<file path="config.mk">
export PLATFORM = sky130hd
export DESIGN_NAME = seq_alu
export DESIGN_NICKNAME = d
export VERILOG_FILES = /design/src/rtl/seq_alu_pkg.sv /design/src/rtl/seq_alu_iter.sv /design/src/rtl/seq_alu.sv
export SDC_FILE = /design/constraint.sdc
export NUM_CORES = 1
export LEC_CHECK = 0
export ABC_AREA = 1
export CAP_MARGIN = 10
export CORE_ASPECT_RATIO = 0.5
export CORE_MARGIN = 5
export CORE_UTILIZATION = 50
export CTS_CLUSTER_DIAMETER = 50
export DETAILED_ROUTE_END_ITERATION = 7
export PLACE_DENSITY = 0.79
export SYNTH_ARGS = -nofsm -noshare
export SYNTH_HDL_FRONTEND = slang
export SYNTH_HIERARCHICAL = 1
export SYNTH_SLANG_ARGS = --single-unit
</file>
<file path="constraint.sdc">
create_clock -name clk -period 3.07 [get_ports clk]
set_input_delay 0.614 -clock clk [delete_from_list [all_inputs] [get_ports clk]]
set_output_delay 0.614 -clock clk [all_outputs]
set_load 0.01 [all_outputs]
</file>
<file path="src/rtl/seq_alu_pkg.sv">
// Shared opcode and FSM-state definitions for the registered sequential ALU.
package seq_alu_pkg;

    localparam logic [2:0] OP_ADD = 3'b000;
    localparam logic [2:0] OP_SUB = 3'b001;
    localparam logic [2:0] OP_AND = 3'b010;
    localparam logic [2:0] OP_XOR = 3'b011;
    localparam logic [2:0] OP_OR  = 3'b100;
    localparam logic [2:0] OP_SHL = 3'b101;
    localparam logic [2:0] OP_ADC = 3'b110;
    localparam logic [2:0] OP_MUL = 3'b111;

    typedef enum logic [1:0] {
        ST_IDLE = 2'd0,
        ST_EXEC = 2'd1,
        ST_DONE = 2'd2
    } state_e;

endpackage

</file>
<file path="src/rtl/seq_alu_iter.sv">
// Iterative datapath for the sequential ALU: one-bit-per-cycle left shift
// and LSB-first shift-add multiply, sharing one accumulator and step counter.
module seq_alu_iter
    import seq_alu_pkg::*;
#(
    parameter int WIDTH = 16,
    parameter int SHW   = $clog2(WIDTH)
) (
    input  logic             clk,
    input  logic             reset,
    input  logic             load_i,
    input  logic             step_i,
    input  logic             isMul_i,
    input  logic [WIDTH-1:0] opA_i,
    input  logic [WIDTH-1:0] opB_i,
    input  logic [SHW-1:0]   shamt_i,
    output logic [SHW:0]     count_o,
    output logic [WIDTH-1:0] stepResult_o,
    output logic             stepCarry_o
);

    localparam int CW = SHW + 1;

    logic               mulQ;
    logic [CW-1:0]      countQ;
    logic [2*WIDTH-1:0] accQ;
    logic [2*WIDTH-1:0] accD;
    logic [2*WIDTH-1:0] mcandQ;
    logic [WIDTH-1:0]   mplierQ;

    // The outputs describe the value after the current step, so the top can
    // load Result on the same edge that performs the final step.
    always_comb begin
        accD        = '0;
        stepCarry_o = 1'b0;
        if (mulQ) begin
            accD        = accQ + (mplierQ[0] ? mcandQ : '0);
            stepCarry_o = |accD[2*WIDTH-1:WIDTH];
        end else begin
            accD        = accQ << 1;
            stepCarry_o = accQ[WIDTH-1];
        end
    end

    always_ff @(posedge clk) begin
        if (reset) begin
            mulQ    <= 1'b0;
            countQ  <= '0;
            accQ    <= '0;
            mcandQ  <= '0;
            mplierQ <= '0;
        end else if (load_i) begin
            mulQ    <= isMul_i;
            countQ  <= isMul_i ? CW'(WIDTH) : CW'(shamt_i);
            accQ    <= isMul_i ? '0 : {{WIDTH{1'b0}}, opA_i};
            mcandQ  <= {{WIDTH{1'b0}}, opA_i};
            mplierQ <= opB_i;
        end else if (step_i) begin
            accQ    <= accD;
            mcandQ  <= mcandQ << 1;
            mplierQ <= mplierQ >> 1;
            countQ  <= countQ - CW'(1);
        end
    end

    assign count_o      = countQ;
    assign stepResult_o = accD[WIDTH-1:0];

endmodule

</file>
<file path="src/rtl/seq_alu.sv">
// Registered ALU with Start/Done handshake; single-cycle ops resolve here,
// shifts by a nonzero amount and multiplies run in seq_alu_iter.
module seq_alu
    import seq_alu_pkg::*;
#(
    parameter  int WIDTH = 16,
    localparam int SHW   = $clog2(WIDTH)
) (
    input  logic             clk,
    input  logic             reset,
    input  logic             Start,
    input  logic [WIDTH-1:0] A,
    input  logic [WIDTH-1:0] B,
    input  logic [2:0]       ALUSelect,
    output logic             Busy,
    output logic             Done,
    output logic [WIDTH-1:0] Result,
    output logic             C,
    output logic             Z,
    output logic             N,
    output logic             V
);

    localparam int CW = SHW + 1;

    state_e           stateQ, stateD;
    logic [WIDTH-1:0] resultQ, resultD;
    logic             cQ, cD, zQ, zD, nQ, nD, vQ, vD;
    logic             loadRes;
    logic             iterLoad, iterStep;
    logic [CW-1:0]    iterCount;
    logic [WIDTH-1:0] iterResult;
    logic             iterCarry;
    logic [WIDTH:0]   addSum, subSum;
    logic [SHW-1:0]   shamt;
    logic             goIter;

    assign shamt  = B[SHW-1:0];
    assign addSum = {1'b0, A} + {1'b0, B}
                  + {{WIDTH{1'b0}}, (ALUSelect == OP_ADC) & cQ};
    assign subSum = {1'b0, A} + {1'b0, ~B} + {{WIDTH{1'b0}}, 1'b1};
    assign goIter = (ALUSelect == OP_MUL) || ((ALUSelect == OP_SHL) && (shamt != '0));

    seq_alu_iter #(
        .WIDTH (WIDTH),
        .SHW   (SHW)
    ) u_iter (
        .clk          (clk),
        .reset        (reset),
        .load_i       (iterLoad),
        .step_i       (iterStep),
        .isMul_i      (ALUSelect == OP_MUL),
        .opA_i        (A),
        .opB_i        (B),
        .shamt_i      (shamt),
        .count_o      (iterCount),
        .stepResult_o (iterResult),
        .stepCarry_o  (iterCarry)
    );

    // Result and flags are only committed on the edge that enters DONE.
    always_comb begin
        stateD   = stateQ;
        iterLoad = 1'b0;
        iterStep = 1'b0;
        loadRes  = 1'b0;
        resultD  = resultQ;
        cD       = cQ;
        vD       = vQ;
        case (stateQ)
            ST_IDLE: begin
                if (Start) begin
                    if (goIter) begin
                        iterLoad = 1'b1;
                        stateD   = ST_EXEC;
                    end else begin
                        loadRes = 1'b1;
                        stateD  = ST_DONE;
                        cD      = 1'b0;
                        vD      = 1'b0;
                        case (ALUSelect)
                            OP_ADD, OP_ADC: begin
                                resultD = addSum[WIDTH-1:0];
                                cD      = addSum[WIDTH];
                                vD      = (A[WIDTH-1] == B[WIDTH-1]) &&
                                          (addSum[WIDTH-1] != A[WIDTH-1]);
                            end
                            OP_SUB: begin
                                resultD = subSum[WIDTH-1:0];
                                cD      = subSum[WIDTH];
                                vD      = (A[WIDTH-1] != B[WIDTH-1]) &&
                                          (subSum[WIDTH-1] != A[WIDTH-1]);
                            end
                            OP_AND:  resultD = A & B;
                            OP_XOR:  resultD = A ^ B;
                            OP_OR:   resultD = A | B;
                            default: resultD = A;
                        endcase
                    end
                end
            end
            ST_EXEC: begin
                iterStep = 1'b1;
                if (iterCount == CW'(1)) begin
                    loadRes = 1'b1;
                    stateD  = ST_DONE;
                    resultD = iterResult;
                    cD      = iterCarry;
                    vD      = 1'b0;
                end
            end
            ST_DONE: stateD = ST_IDLE;
            default: stateD = ST_IDLE;
        endcase
        zD = (resultD == '0);
        nD = resultD[WIDTH-1];
    end

    always_ff @(posedge clk) begin
        if (reset) begin
            stateQ  <= ST_IDLE;
            resultQ <= '0;
            cQ      <= 1'b0;
            zQ      <= 1'b0;
            nQ      <= 1'b0;
            vQ      <= 1'b0;
        end else begin
            stateQ <= stateD;
            if (loadRes) begin
                resultQ <= resultD;
                cQ      <= cD;
                zQ      <= zD;
                nQ      <= nD;
                vQ      <= vD;
            end
        end
    end

    assign Busy   = (stateQ == ST_EXEC);
    assign Done   = (stateQ == ST_DONE);
    assign Result = resultQ;
    assign C      = cQ;
    assign Z      = zQ;
    assign N      = nQ;
    assign V      = vQ;

endmodule

</file>
Yosys cells after proc, flatten, opt, wreduce, memory -nomap -nowiden
Cells that the tools add are included.

word-level totals
  logic and storage cells = 95
  register bits = 108

cells by class
  muxes and demuxes = 40
  equality and inequality tests = 17
  reduce and logical (&&, ||, !) cells = 15
  $add $sub $neg = 6
  bitwise operators = 5

operators with widths
  kind                                               count
  two-way mux 16 bit                                 8
  two-way mux 32 bit                                 4
  one-hot mux 16 bit (5 select lines)                1
  adder 16 x 16 -> 17 bit                            2
  adder 32 bit                                       1
  one-hot mux 16 bit (2 select lines)                1
  adder 17 x 1 -> 17 bit                             1
  adder 17 x 1 -> 17 bit (second input constant)     1
  bitwise AND 16 bit                                 1
  zero test 16 bit                                   1
  NOT 16 bit                                         1
  OR 16 bit                                          1
  OR reduction 16 bit                                1
  XOR 16 bit                                         1
  two-way mux 5 bit                                  3
  two-way mux 1 bit                                  14
  == test 3 bit (second input constant)              4
  one-hot mux 1 bit (2 select lines)                 5
  == test 3 x 2 -> 1 bit (second input constant)     2
  two-way mux 2 bit                                  3
  == test 5 x 1 -> 1 bit (second input constant)     1
  AND reduction 5 bit                                1
  subtractor 5 x 1 -> 5 bit (second input constant)  1
  != test 2 bit (second input constant)              2
  other kinds (16)                                   22

Longest topological paths before layout
  depth in word-level cells = 9
  gate-level depth with buffers = 23
  mapped depth without buffers = 22

Cells and area by module
Netlist, hierarchy kept.

by module, submodules not included
  module        sequential area each (um2)  instances  area each (um2)  cells an instance
  seq_alu_iter  1721.7                      1          6451.2           1131
  seq_alu       420.4                       1          4071.4           735

Worst setup path before layout
No wires, ideal clock.

  kind = input port to flip-flop
  start point = input ALUSelect[1]
  end point = register zQ, in the netlist Z
  required time = 3000 ps
  data arrival time = 2788 ps
  setup slack = 212 ps
  stages = 20
  library setup time = 70 ps
  path through = buf_2 > nand4_1 > fa_1 > inv_1 > fa_1 > nand3_1 > nand3_1 > a21oi_1 > or2_1 > nand2_1 > nand2_1 > nand3_1 > nand3_1 > nand2_1 > nand2_1 > nand2_1 > nand2_1 > nor2_1 > nand3_1 > a21oi_1

on the way
  word-level cells in the longest chain between the ends = 8
  elaborated cells on any way between the ends = 21

ends and longest elaborated chain
  item                                 RTL line                      text
  start, declared                      seq_alu.sv:14                 input logic [2:0] ALUSelect,
  == test 3 bit                        seq_alu.sv:40, seq_alu.sv:81
  bitwise AND 1 bit                    seq_alu.sv:40                 + {{WIDTH{1'b0}}, (ALUSelect == OP_ADC) & cQ};
  adder 17 x 1 -> 17 bit               seq_alu.sv:40
  one-hot mux 16 bit (5 select lines)  seq_alu.sv:81                 case (ALUSelect)
  two-way mux 16 bit                   seq_alu.sv:73                 if (goIter) begin
  two-way mux 16 bit                   seq_alu.sv:72                 if (Start) begin
  one-hot mux 16 bit (2 select lines)  seq_alu.sv:70                 case (stateQ)
  zero test 16 bit                     seq_alu.sv:115                zD = (resultD == '0);
  end signal, assigned                 seq_alu.sv:132                zQ <= zD;
  end, declared                        seq_alu.sv:28                 logic cQ, cD, zQ, zD, nQ, nD, vQ, vD;

Parallel ways exist; a longest one is shown, timed or not.
A chain may end at the register's enable or synchronous reset.

Final worst setup path
  start point = register u_iter.mplierQ[0]
  end point = register cQ, in the netlist C

on the way
  word-level cells in the longest chain between the ends = 6

ends and longest elaborated chain
  item                                RTL line            text
  start, declared                     seq_alu_iter.sv:29  logic [WIDTH-1:0] mplierQ;
  start signal, assigned              seq_alu_iter.sv:57  mplierQ <= opB_i;
  start signal, assigned              seq_alu_iter.sv:61  mplierQ <= mplierQ >> 1;
  two-way mux 32 bit                  seq_alu_iter.sv:37  accD = accQ + (mplierQ[0] ? mcandQ : '0);
  adder 32 bit                        seq_alu_iter.sv:37
  OR reduction 16 bit                 seq_alu_iter.sv:38  stepCarry_o = |accD[2*WIDTH-1:WIDTH];
  two-way mux 1 bit                   seq_alu_iter.sv:36  if (mulQ) begin
  via iterCarry                       seq_alu.sv:33       logic iterCarry;
  two-way mux 1 bit                   seq_alu.sv:104      if (iterCount == CW'(1)) begin
  one-hot mux 1 bit (2 select lines)  seq_alu.sv:70
  end signal, assigned                seq_alu.sv:123      cQ <= 1'b0;
  end signal, assigned                seq_alu.sv:131      cQ <= cD;
  end, declared                       seq_alu.sv:28

The timed path passes the listed nets, and every way through them passes these cells. The select of a mux whose other input is x is not followed.

==> reports/qor.yml <==
status: "finished, final reports clean"
synth_top_area_share_pct: 24.9
endpoint_kind: "flop"
min_path_type: "reg -> reg"
crit_arrival_ns: 3.16
grt_pass1_vias: 11490
syn_area_mm2: 0.0105
num_rows: 37
place_hpwl_um: 29100
peakVddDrop_v: 0.000294
finalCriticalPeriod_ns: 2.92
drv_slew: 0
htree_levels: 3
hold_viol_final: 0
critPathKind: "reg -> reg"
setup_viol: 0
top_level_ports: 60
hold_buffers: 0
crit_fanout: 8
clockBufferDepth: 2
dieWidth_um: 215
power_frac_seq_pct: 36.8
wl_per_cell_um: 16.1
worstPathRequired_ns: 3.31
slew_headroom_pct: 56.4
synthTopCellsByCount: "nand2_1 (697), inv_1 (290), a21oi_1 (140), nor2_1 (140), dfxtp_1 (107)"
gp_congestion: 1.07
drt_wl_total_um: 37500
finClkSkew_ns: 0.0166
worstMarginPinSlew_ns: 0.650
syn_nets: 1990
grt_antenna_before_repair: 0
synth.most_common_cell: "nand2_1"
core-area_mm2: 0.0206
yosys_register_bits: 107
rsz0062_at_grt: "true"
place_area_mm2: 0.0126
cts_tree: "yes"
areaGrowthSynthToFinish_pct: 26.6
wl_met3_um: 3280
p_comb_share_pct: 32.0
layout-drive-gt1-share_pct: 15.7
synth_area_per_cell_um2: 5.64
synth_ff_type: "dfxtp_1"
whs_ns: 0.468
layout.nets: 2174
period_share_pct: 95.1
numCtsBuffers: 9
clk_pin_slew_ns: 0.08
ys_async_sr_fraction_pct: 0
die_area_mm2: 0.0242
synth_cell_type_count: 45
ys_warn_count: 6
drt_iter0_markers: 1356
start_util_pct: 51.1
dpl.cell_count: 2308
topRoutingLayerUsed: "met4"
cap_violations: 0
fin_util_pct: 64.7
overflow: 0
p_sw_w: 0.00140
grt_pass1_wl_um: 58900
port_buffers: 59
syn_inst: 1866
synth_edf_count: 0
fin_area_mm2: 0.0133
met2_length_um: 16600
drc_errors: 0
final_cells: 2328
insertion_delay_ns: 0.37
seq_area_frac_synth_pct: 20.4
grtUsageTotal_pct: 29.7
vias_per_cell: 5.35
wl_met1_um: 16700
diodes: 0
clock-root-buffer: "clkbuf_16"
ant_nets: 0
swShare_pct: 34.5
yosysTopAreaCell: "nand2_1"
vias: 12449
worstSetupStartpointType: "flop"
cts_num_sinks: 107
grt_max_degree: 52
p_clk_share_pct: 31.2
die_h_um: 113
fmax_mhz: 342
first_pass_iters: 7
fin_tns_setup_ns: 0
p_per_area_mw_per_mm2: 305
p_leak_nw: 6.85
p_int_w: 0.00266
yosys-top-cells-area: "nand2_1 (25%), dfxtp_1 (20%), inv_1 (10%)"
[layout by cell type (no fill, tap or decap), types with 21 or more instances in the layout]
| cell | synthesis | routed |
|---|---|---|
| o21ai_0 | 54 | 53 |
| ha_1 | 82 | 60 |
| a21oi_1 | 140 | 125 |
| nor2_2 | 11 | 21 |
| buf_4 | 5 | 168 |
| dfxtp_1 | 107 | 106 |
| inv_1 | 290 | 287 |
| nor2_1 | 140 | 125 |
| clkdlybuf4s50_1 | 0 | 55 |
| a31oi_1 | 26 | 26 |
| nand2_1 | 697 | 685 |
| nand2_2 | 10 | 21 |
| nand3_1 | 101 | 96 |
[power by group through the flow]
stage          Clock [W]  Sequential (W)  Combinational, W
2_1_floorplan          0         0.00151          0.000641
6_report         0.00127         0.00149           0.00130
3_5_place_dp           0         0.00152           0.00121
4_1_cts          0.00128         0.00149           0.00122
5_1_grt          0.00134         0.00150           0.00141
3_3_place_gp           0         0.00152           0.00120
[path summary, 6_finish.rpt]
kind	to	start	depth (start not counted)	slack (ns)
setup reg to reg	C$_SDFFE_PP0P_	u_iter/mplierQ[0]$_SDFFE_PP0P_	20	0.15
hold / removal	u_iter/mplierQ[10]$_SDFFE_PP0P_	u_iter/mplierQ[10]$_SDFFE_PP0P_	2	0.47
setup / recovery	C$_SDFFE_PP0P_	u_iter/mplierQ[0]$_SDFFE_PP0P_	20	0.15
hold reg to reg	u_iter/mplierQ[10]$_SDFFE_PP0P_	u_iter/mplierQ[10]$_SDFFE_PP0P_	2	0.47
[cell type report]
| class | instances | area (µm²) |
|---|---|---|
| clock buffers | 10 | 239 |
| clock inverters | 6 | 82.6 |
| fillers | 1894 | 7280 |
| inverters | 308 | 1160 |
| multi-input cells | 1390 | 7370 |
| flip-flops and latches | 107 | 2150 |
| well taps | 273 | 342 |
| repair buffers | 234 | 1990 |
[state kept, by name, summed over array words and instances, names as in the netlist]
| name | flops |
|---|---|
| u_iter/accQ | 32 |
| u_iter/mcandQ | 32 |
| Result | 16 |
| u_iter/mplierQ | 16 |
| u_iter/count_o | 5 |
| stateQ | 2 |
| C | 1 |
| V | 1 |
| Z | 1 |
| u_iter/mulQ | 1 |
[worst max-delay path, cell delays in order, from the launching register on]
cell and delay, ns:
dfxtp_4 0.39, buf_4 0.18, nand2_1 0.06, inv_1 0.04, ha_2 0.38, nand2_2 0.10
nor2_2 0.12, inv_1 0.08, nor3_2 0.22, and2_1 0.16, nand2_1 0.06, nand3_1 0.07
nand2_1 0.10, nor2_1 0.10, nand2_1 0.07, nor2_2 0.14, nand2_1 0.07, nand2_1 0.08
nand2_2 0.10, o211ai_1 0.18, a21oi_1 0.08
[cells by family after synthesis]
kind of cell	after synthesis	share of synthesized area, %
adder cells (fa/ha/maj)	86	10.5
AND/OR/NAND/NOR	999	38.7
flip-flops	107	20.4
XOR/XNOR	18	1.50
AO/OA/AOI/OAI	287	15.4
buffers and inverters	369	13.6
[per-stage QoR]
stage | setup slack (ns) | power, W
2_1_floorplan | 0.212 | 0.00215
3_3_place_gp | -0.327 | 0.00272
3_5_place_dp | -0.375 | 0.00273
4_1_cts | 0.00379 | 0.00398
5_1_grt | -0.0306 | 0.00424
6_report | 0.150 | 0.00406
[routing by layer]
metal / up-vias / global-route usage (%)
li1: 6224 / -
met1: 5664 / 41.0
met2: 496 / 47.9
met3: 65 / 4.99
met4: 0 / 8.90
met5: - / 0
[repair_timing]
action                                  CTS  global route
pin swaps                                 0            16
endpoints found under the setup margin    1             5
hold endpoints to repair                  0             0
gates resized for setup                   1            95
buffers inserted                          0             4
Note: power is estimated with default switching activity, not from simulation.
